===== config.mk =====
export PLATFORM = sky130hd
export DESIGN_NAME = mem_access_unit_flat
export DESIGN_NICKNAME = d
export VERILOG_FILES = /design/src/rtl/mem_access_unit_if.sv /design/src/rtl/mem_access_unit.sv /design/src/flat_wrapper.sv
export SDC_FILE = /design/constraint.sdc
export NUM_CORES = 1
export LEC_CHECK = 0
export ABC_AREA = 1
export CORE_AREA = 2 2 50 98
export DETAILED_ROUTE_END_ITERATION = 7
export DIE_AREA = 0 0 52 100
export GPL_TIMING_DRIVEN = 0
export PLACE_DENSITY = 0.82
export SLEW_MARGIN = 20
export SYNTH_ARGS = -nofsm -noshare
export SYNTH_HDL_FRONTEND = slang
export SYNTH_SLANG_ARGS = --single-unit

===== constraint.sdc =====
create_clock -name clk -period 4.65 [get_ports clk]
set_clock_uncertainty 0.15 [all_clocks]
set_input_delay 0.6975 -clock clk [delete_from_list [all_inputs] [get_ports clk]]
set_output_delay 0.6975 -clock clk [all_outputs]
set_load 0.1 [all_outputs]

===== src/rtl/mem_access_unit_if.sv =====
// Request/response and memory-side signal bundle for mem_access_unit.
// The unit connects through the slave modport; the CPU/memory environment uses master.
interface mem_access_unit_if #(
  parameter int ADDR_W = 8,
  parameter int DATA_W = 8
);
  logic              reqValid;
  logic [1:0]        reqOp;
  logic [ADDR_W-1:0] reqAddr;
  logic [DATA_W-1:0] reqData;
  logic              reqReady;

  logic              respValid;
  logic [DATA_W-1:0] respData;
  logic              respErr;
  logic              stackFault;
  logic [ADDR_W-1:0] sp;

  logic [ADDR_W-1:0] memAddress;
  logic              memWriteEn;
  logic [DATA_W-1:0] memDataOut;
  logic [DATA_W-1:0] memDataIn;

  modport slave (
    input  reqValid, reqOp, reqAddr, reqData, memDataIn,
    output reqReady, respValid, respData, respErr, stackFault, sp,
           memAddress, memWriteEn, memDataOut
  );

  modport master (
    output reqValid, reqOp, reqAddr, reqData, memDataIn,
    input  reqReady, respValid, respData, respErr, stackFault, sp,
           memAddress, memWriteEn, memDataOut
  );
endinterface


===== src/rtl/mem_access_unit.sv =====
// Load/store/push/pop front end for a combinational-read data memory.
// One request at a time: IDLE accepts, ACCESS drives the memory, DONE pulses the response.
module mem_access_unit #(
  parameter int                ADDR_W      = 8,
  parameter int                DATA_W      = 8,
  parameter logic [ADDR_W-1:0] SP_RESET    = 8'hFF,
  parameter logic [ADDR_W-1:0] STACK_LIMIT = 8'hF0
) (
  input  logic               clk,
  input  logic               reset,
  mem_access_unit_if.slave   bus
);

  typedef enum logic [1:0] {IDLE, ACCESS, DONE} state_t;
  typedef enum logic [1:0] {OP_LOAD = 2'b00, OP_STORE = 2'b01, OP_PUSH = 2'b10, OP_POP = 2'b11} op_t;

  localparam logic [ADDR_W-1:0] ONE     = ADDR_W'(1);
  localparam logic [ADDR_W-1:0] FULL_SP = STACK_LIMIT - ONE;

  state_t            state, state_next;
  op_t               op_q;
  logic [ADDR_W-1:0] addr_q;
  logic [DATA_W-1:0] data_q;
  logic [ADDR_W-1:0] sp_q;
  logic [DATA_W-1:0] resp_data_q;
  logic              resp_err_q;
  logic              fault_q;

  logic              stack_full;
  logic              stack_empty;
  logic              ready;
  logic              resp_valid;
  logic [ADDR_W-1:0] mem_addr;
  logic              mem_we;
  logic [DATA_W-1:0] mem_wdata;

  assign stack_full  = (sp_q == FULL_SP);
  assign stack_empty = (sp_q == SP_RESET);

  // NOTE: every output of this block gets a default first, so no path leaves one unassigned and no latch is inferred.
  always_comb begin
    state_next = state;
    ready      = 1'b0;
    resp_valid = 1'b0;
    mem_addr   = '0;
    mem_we     = 1'b0;
    mem_wdata  = '0;
    case (state)
      IDLE: begin
        ready = !reset;
        if (bus.reqValid && !reset) state_next = ACCESS;
      end
      ACCESS: begin
        state_next = DONE;
        case (op_q)
          OP_LOAD:  mem_addr = addr_q;
          OP_STORE: begin
            mem_addr  = addr_q;
            mem_wdata = data_q;
            mem_we    = !reset;
          end
          OP_PUSH: begin
            if (!stack_full) begin
              mem_addr  = sp_q;
              mem_wdata = data_q;
              mem_we    = !reset;
            end
          end
          OP_POP: begin
            if (!stack_empty) mem_addr = sp_q + ONE;
          end
          default: ;
        endcase
      end
      DONE: begin
        resp_valid = 1'b1;
        state_next = IDLE;
      end
      default: state_next = IDLE;
    endcase
  end

  // NOTE: sequential state uses non-blocking assignments so every register samples pre-edge values.
  always_ff @(posedge clk) begin
    if (reset) state <= IDLE;
    else       state <= state_next;
  end

  // NOTE: the request payload needs no reset; it is always rewritten at accept before it is used.
  always_ff @(posedge clk) begin
    if (state == IDLE && bus.reqValid) begin
      op_q   <= op_t'(bus.reqOp);
      addr_q <= bus.reqAddr;
      data_q <= bus.reqData;
    end
  end

  // Stack pointer, read data and error flags all settle at the end of ACCESS.
  always_ff @(posedge clk) begin
    if (reset) begin
      sp_q        <= SP_RESET;
      resp_data_q <= '0;
      resp_err_q  <= 1'b0;
      fault_q     <= 1'b0;
    end else if (state == ACCESS) begin
      case (op_q)
        OP_LOAD: begin
          resp_data_q <= bus.memDataIn;
          resp_err_q  <= 1'b0;
        end
        OP_STORE: resp_err_q <= 1'b0;
        OP_PUSH: begin
          if (stack_full) begin
            resp_err_q <= 1'b1;
            fault_q    <= 1'b1;
          end else begin
            sp_q       <= sp_q - ONE;
            resp_err_q <= 1'b0;
          end
        end
        OP_POP: begin
          if (stack_empty) begin
            resp_data_q <= '0;
            resp_err_q  <= 1'b1;
            fault_q     <= 1'b1;
          end else begin
            resp_data_q <= bus.memDataIn;
            sp_q        <= sp_q + ONE;
            resp_err_q  <= 1'b0;
          end
        end
        default: ;
      endcase
    end
  end

  assign bus.reqReady   = ready;
  assign bus.respValid  = resp_valid;
  assign bus.respData   = resp_data_q;
  assign bus.respErr    = resp_err_q;
  assign bus.stackFault = fault_q;
  assign bus.sp         = sp_q;
  assign bus.memAddress = mem_addr;
  assign bus.memWriteEn = mem_we;
  assign bus.memDataOut = mem_wdata;

endmodule


===== src/flat_wrapper.sv =====
// flat-port wrapper written by rule: the top's interface ports become plain ports
module mem_access_unit_flat 
#(
  parameter int                ADDR_W      = 8,
  parameter int                DATA_W      = 8,
  parameter logic [ADDR_W-1:0] SP_RESET    = 8'hFF,
  parameter logic [ADDR_W-1:0] STACK_LIMIT = 8'hF0
)
  (clk, reset, bus_reqValid, bus_reqOp, bus_reqAddr, bus_reqData, bus_memDataIn, bus_reqReady, bus_respValid, bus_respData, bus_respErr, bus_stackFault, bus_sp, bus_memAddress, bus_memWriteEn, bus_memDataOut);
  mem_access_unit_if #(.ADDR_W(ADDR_W), .DATA_W(DATA_W)) bus_i ();
  input  logic clk;
  input  logic reset;
  input wire logic [$bits(bus_i.reqValid)-1:0] bus_reqValid;
  input wire logic [$bits(bus_i.reqOp)-1:0] bus_reqOp;
  input wire logic [$bits(bus_i.reqAddr)-1:0] bus_reqAddr;
  input wire logic [$bits(bus_i.reqData)-1:0] bus_reqData;
  input wire logic [$bits(bus_i.memDataIn)-1:0] bus_memDataIn;
  output wire logic [$bits(bus_i.reqReady)-1:0] bus_reqReady;
  output wire logic [$bits(bus_i.respValid)-1:0] bus_respValid;
  output wire logic [$bits(bus_i.respData)-1:0] bus_respData;
  output wire logic [$bits(bus_i.respErr)-1:0] bus_respErr;
  output wire logic [$bits(bus_i.stackFault)-1:0] bus_stackFault;
  output wire logic [$bits(bus_i.sp)-1:0] bus_sp;
  output wire logic [$bits(bus_i.memAddress)-1:0] bus_memAddress;
  output wire logic [$bits(bus_i.memWriteEn)-1:0] bus_memWriteEn;
  output wire logic [$bits(bus_i.memDataOut)-1:0] bus_memDataOut;
  assign bus_i.reqValid = bus_reqValid;
  assign bus_i.reqOp = bus_reqOp;
  assign bus_i.reqAddr = bus_reqAddr;
  assign bus_i.reqData = bus_reqData;
  assign bus_i.memDataIn = bus_memDataIn;
  assign bus_reqReady = bus_i.reqReady;
  assign bus_respValid = bus_i.respValid;
  assign bus_respData = bus_i.respData;
  assign bus_respErr = bus_i.respErr;
  assign bus_stackFault = bus_i.stackFault;
  assign bus_sp = bus_i.sp;
  assign bus_memAddress = bus_i.memAddress;
  assign bus_memWriteEn = bus_i.memWriteEn;
  assign bus_memDataOut = bus_i.memDataOut;
  mem_access_unit #(.ADDR_W(ADDR_W), .DATA_W(DATA_W), .SP_RESET(SP_RESET), .STACK_LIMIT(STACK_LIMIT)) u_core (.clk(clk), .reset(reset), .bus(bus_i));
endmodule

# == After elaboration in Yosys (flattened, before gate mapping) ==
# Cells that the tools add are included.
# totals
ff_bits,38
input_bits,29
output_inout_bits,37
wordCells,58
# op_classes
add_sub_neg,2
eq_ne,12
n_mux,25
n_reduce_logical,11
# ops
op,count
$mux 8,8
$pmux 8 s2,3
$pmux 8 s3,1
$eq 8x8->1 const B,2
$add 8x1->8 const B,1
$mux 1,8
$reduce_and 4->1,2
$sub 8x1->8 const B,1
$eq 2x2->1 const B,3
$ne 2x1->1 const B,3
$eq 2x1->1 const B,2
$logic_not 2->1,2
$ne 2x2->1 const B,2
$pmux 1 s2,2
$pmux 2 s2,1
$reduce_bool 2->1,2
$pmux 1 s3,1
$logic_and 1x1->1,2
$mux 2,1
$reduce_and 2->1,1
$reduce_or 2->1,1
$logic_not 1->1,1

# == Longest topological paths before layout ==
# depth
depth_word,4
mapped_depth,9
mapped_depth_nobuf,9

# == Worst setup path after synthesis ==
# No wires, ideal clock.
# synth_timing
path_type,reg2out
from,"register u_core.sp_q[1], in the netlist u_core.bus.sp[1]"
to,output bus_memAddress[4]
arrival_ns,3.306
required_time_ns,3.803
path_slack_ns,0.496
stages_incl_launch_ff,6
path_buffers,0
path_cell_list,dfxtp_1 ha_1 nand2_1 nor2_4 o21ai_0 a31oi_1
# synth_via
elab_chain_len,4
elab_cells_between_ends,7
cone_classes,add/sub: 1; eq/ne: 2; mux: 4
# synth_rtl
element,line_no,source
start: declaration,mem_access_unit.sv:24,logic [ADDR_W-1:0] sp_q;
start signal: assignment,mem_access_unit.sv:117,sp_q <= sp_q - ONE;
start signal: assignment,mem_access_unit.sv:128,sp_q <= sp_q + ONE;
$add 8x1->8 (tied with other cells),mem_access_unit.sv:70,if (!stack_empty) mem_addr = sp_q + ONE;
"$mux 8, on equally long branches","mem_access_unit.sv:70, mem_access_unit.sv:63",
$pmux 8 s3 (*),mem_access_unit.sv:55,case (op_q)
$mux 8 (*),mem_access_unit.sv:48,case (state)
end: declaration,flat_wrapper.sv:24,output wire logic [$bits(bus_i.memAddress)-1:0] bus_memAddress;
# Mark *: on every way between the ends. The rest lies on a longest branch, timed or not.

# == Worst setup path after layout ==
# layout_timing
from,"register u_core.sp_q[1], in the netlist u_core.bus.sp[1]"
to,output bus_memAddress[6]
# The elaborated chain is that of the path after synthesis.

==> impl_metrics.py <==
metrics = {
    "cells_and_area": {
        "antenna_cells": 0,
        "fillCellCount": 379,
        "nets": 381,
        "synthToLayoutAreaGrowth_pct": 37.3,
        "layout-drive-gt1-share": 0.101,
    },
    "place": {
        "place.gp.congestion": 0.962,
        "post-dp-hpwl_mm": 4.14,
        "io_buffer_count": 64,
    },
    "timing": {
        "holdWs_ns": 0.342,
        "fin_crit_ns": 3.81,
        "hold_viol": 0,
        "maxSlewHeadroom": 0.313,
        "period_share": 0.819,
        "finalMaxSlewViolations": 0,
        "rsz0062_at_grt": "false",
        "tns_ns": 0,
        "finalSetupViolCount": 0,
        "worstMarginPinSlew_ns": 1.03,
        "fmax_mhz": 263,
    },
    "clocking": {
        "clockRootBuffer": "clkbuf_8",
        "htree_num_levels": 2,
        "cts_tree": "yes",
        "cts.clk_slew.worst_paths_ns": 0.07,
        "clk_latency_ns": 0.29,
        "cts.sinks": 38,
        "cts_resized": 0,
        "numCtsBuffers": 5,
        "post_cts_buffers": 0,
        "cts_buffer_depth": 2,
        "hold_buffers": 0,
    },
    "global_route": {
        "antenna_found_initial": 0,
        "grt_max_degree": 19,
        "overflow": 0,
        "grt_pass1_wl_mm": 8.88,
        "track_usage": 0.226,
        "grt_pass1_vias": 2045,
    },
    "floorplan": {
        "die_y_um": 100,
        "die_x_um": 52,
        "start_util": 0.474,
        "die-area_um2": 5200,
        "ioPinCount": 66,
        "num_rows": 35,
        "core_region_area_um2": 4510,
    },
    "worst_setup_path": {
        "critPathMaxStageDelay_ns": 1.12,
        "path_delay_family": "buffers and inverters",
        "crit_top_cell": "nand2_1",
        "r2r_end": "u_core.bus.sp[5]",
        "r2r_cells": 8,
        "critPathCaptureType": "output port",
        "cp.required_ns": 3.80,
        "r2r_start": "u_core.bus.sp[1]",
        "slowest_stage": "clkdlybuf4s50_1",
        "rrSetupSlack_ns": 2.74,
        "path_cells": "ha_1 -> nand2_1 -> nor2_1 -> nand2_1 -> nand2_1 -> nand3_1 -> nand3_1 -> and2_1 -> clkdlybuf4s50_1",
        "critPathLaunchType": "flip-flop",
        "critPathKind": "reg2out",
        "critPathBufInv": 1,
        "path_max_fanout": 8,
        "cp.arrival_ns": 2.96,
    },
    "logic_synthesis": {
        "yosys-top-cells-area": "edfxtp_1 25%, dfxtp_1 19%, nand2_1 12%",
        "ys.warnings.count": 0,
        "ys_types": 30,
        "syn-cell-area_um2": 2140,
        "yosys.area.top_type": "edfxtp_1",
        "synth_top_area_share": 0.253,
        "syn_inst": 276,
        "synth_area_per_cell_um2": 7.75,
        "syn_nets": 310,
        "ys_seq_elements": 38,
        "ys_seq_area_frac": 0.440,
    },
    "drt": {
        "wirelength_mm": 5.48,
        "via_per_inst": 5.23,
        "drc": 0,
        "drt_first_pass_iters": 4,
        "vias": 2109,
        "wl_per_cell_um": 13.6,
        "drt_iter0_drc": 53,
        "ant_nets": 0,
    },
    "run_status": {
        "outcome": "finished, final reports clean",
    },
    "flow_run": {
        "drv_cap": 0,
    },
    "power": {
        "power.leakage_nw": 1.29,
        "power.density_nw_per_um2": 305,
        "power.total_uw": 895,
        "peakVddDrop_v": 0.000292,
    },
    "hold_path": {
        "min_from": "u_core.bus.stackFault",
        "hp-class": "reg2reg",
        "whs_path_depth": 2,
        "min_to": "u_core.bus.stackFault",
    },
}
logic make-up (layout without fill, tap and decap cells):
kind of cell / after synthesis / after routing / synth area share
simple gates: 154 / 154 / 0.341
compound gates: 40 / 40 / 0.0954
flops: 38 / 38 / 0.440
buf+inv: 38 / 110 / 0.0901
fa+ha+maj: 5 / 5 / 0.0293
xor+xnor: 1 / 1 / 0.00410
how the worst max path moves through the flow:
stage | from | end | slack [ns] | cells past startpoint
3_5_place_dp | u_core.bus.sp[1] | bus_memAddress[6] | 1.16 | 9
2_1_floorplan | u_core.bus.sp[1] | bus_memAddress[4] | 0.50 | 5
4_1_cts | u_core.bus.sp[1] | bus_memAddress[6] | 0.83 | 9
3_3_place_gp | u_core.bus.sp[1] | bus_memAddress[6] | 1.22 | 9
5_1_grt | u_core.bus.sp[1] | bus_memAddress[6] | 0.62 | 9
6_report | u_core.bus.sp[1] | bus_memAddress[6] | 0.84 | 9
final cells by class:
type | instances | area, um^2 | share of cell area
Timing Repair Buffer | 64 | 641 | 0.218
Tap cell | 55 | 68.8 | 0.0234
Inverter | 27 | 109 | 0.0371
Multi-Input combinational cell | 200 | 1010 | 0.343
Buffer | 11 | 83.8 | 0.0286
Clock inverter | 3 | 16.3 | 0.00554
Clock buffer | 5 | 68.8 | 0.0234
Sequential cell | 38 | 941 | 0.321
per-stage QoR:
step / instance area [um^2] / instances / utilization / setup slack, ns
2_1_floorplan: 2140 / 276 / - / 0.496
3_3_place_gp: 2850 / 395 / 0.631 / 1.22
3_5_place_dp: 2850 / 395 / 0.632 / 1.16
4_1_cts: 2940 / 403 / 0.651 / 0.833
5_1_grt: 2940 / 403 / 0.651 / 0.625
6_report: 2940 / 403 / 0.651 / 0.841
state kept, by name, summed over array words and instances, names as in the netlist:
name                   flops
u_core.data_q              8
u_core.bus.sp              8
u_core.bus.respData        8
u_core.addr_q              8
u_core.state               2
u_core.op_q                2
u_core.bus.respErr         1
u_core.bus.stackFault      1
metal layers:
metal / wire length [um] / vias to the layer above / global-route usage
met5: 0 / - / 0
met4: 220 / 0 / 0.115
met3: 335 / 16 / 0.0372
met2: 2780 / 98 / 0.398
met1: 2140 / 942 / 0.250
li1: - / 1053 / -
synthesized netlist by cell type:
master,number
a21oi_1,23
nor2_1,19
nand3_2,1
inv_2,1
a31oi_1,1
clkinv_1,2
nor2_4,3
buf_2,4
clkbuf_1,1
edfxtp_1,18
inv_1,22
nand3_4,2
buf_4,2
xnor2_1,1
nand3_1,43
o21ai_0,15
nand2_4,1
ha_1,5
or2_2,1
inv_4,1
o211ai_1,1
nand2_1,71
nand2_2,3
buf_6,4
inv_6,1
nor2_2,3
and2_1,2
dfxtp_1,20
nor3_1,1
nand4_1,4
where the power goes:
group	switching, mW	internal (mW)	total (mW)	leakage (nW)
clock network	0.116	0.103	0.219	0.0416
registers	0.0112	0.372	0.383	0.336
logic	0.207	0.0853	0.293	0.913
worst register-to-register path: stages, from the launching register on:
cell     delay [ns]
dfxtp_1        0.50
ha_1           0.25
nand2_1        0.12
nor2_4         0.18
nand3_4        0.18
nand3_4        0.22
inv_6          0.07
nand2_1        0.08
nand2_1        0.05
cells in the final DEF, fill, tap and decap left out:
master / instances
nand3_1: 43
nand2_4: 1
nor3_1: 1
clkinv_2: 1
clkinv_1: 3
clkinvlp_4: 1
o211ai_1: 1
a31oi_1: 1
nor2_4: 3
dfxtp_1: 20
and2_1: 2
inv_6: 1
clkbuf_1: 1
nand2_1: 71
buf_6: 4
nand3_2: 1
inv_1: 22
nor2_1: 18
o21ai_0: 15
buf_2: 4
buf_4: 2
nand2_2: 3
ha_1: 5
edfxtp_1: 18
clkdlybuf4s50_1: 64
or2_2: 1
a21oi_1: 23
nand4_1: 4
clkbuf_8: 5
inv_2: 1
nor2_2: 4
inv_4: 1
xnor2_1: 1
nand3_4: 2
Power figures use the tool's default switching activity.
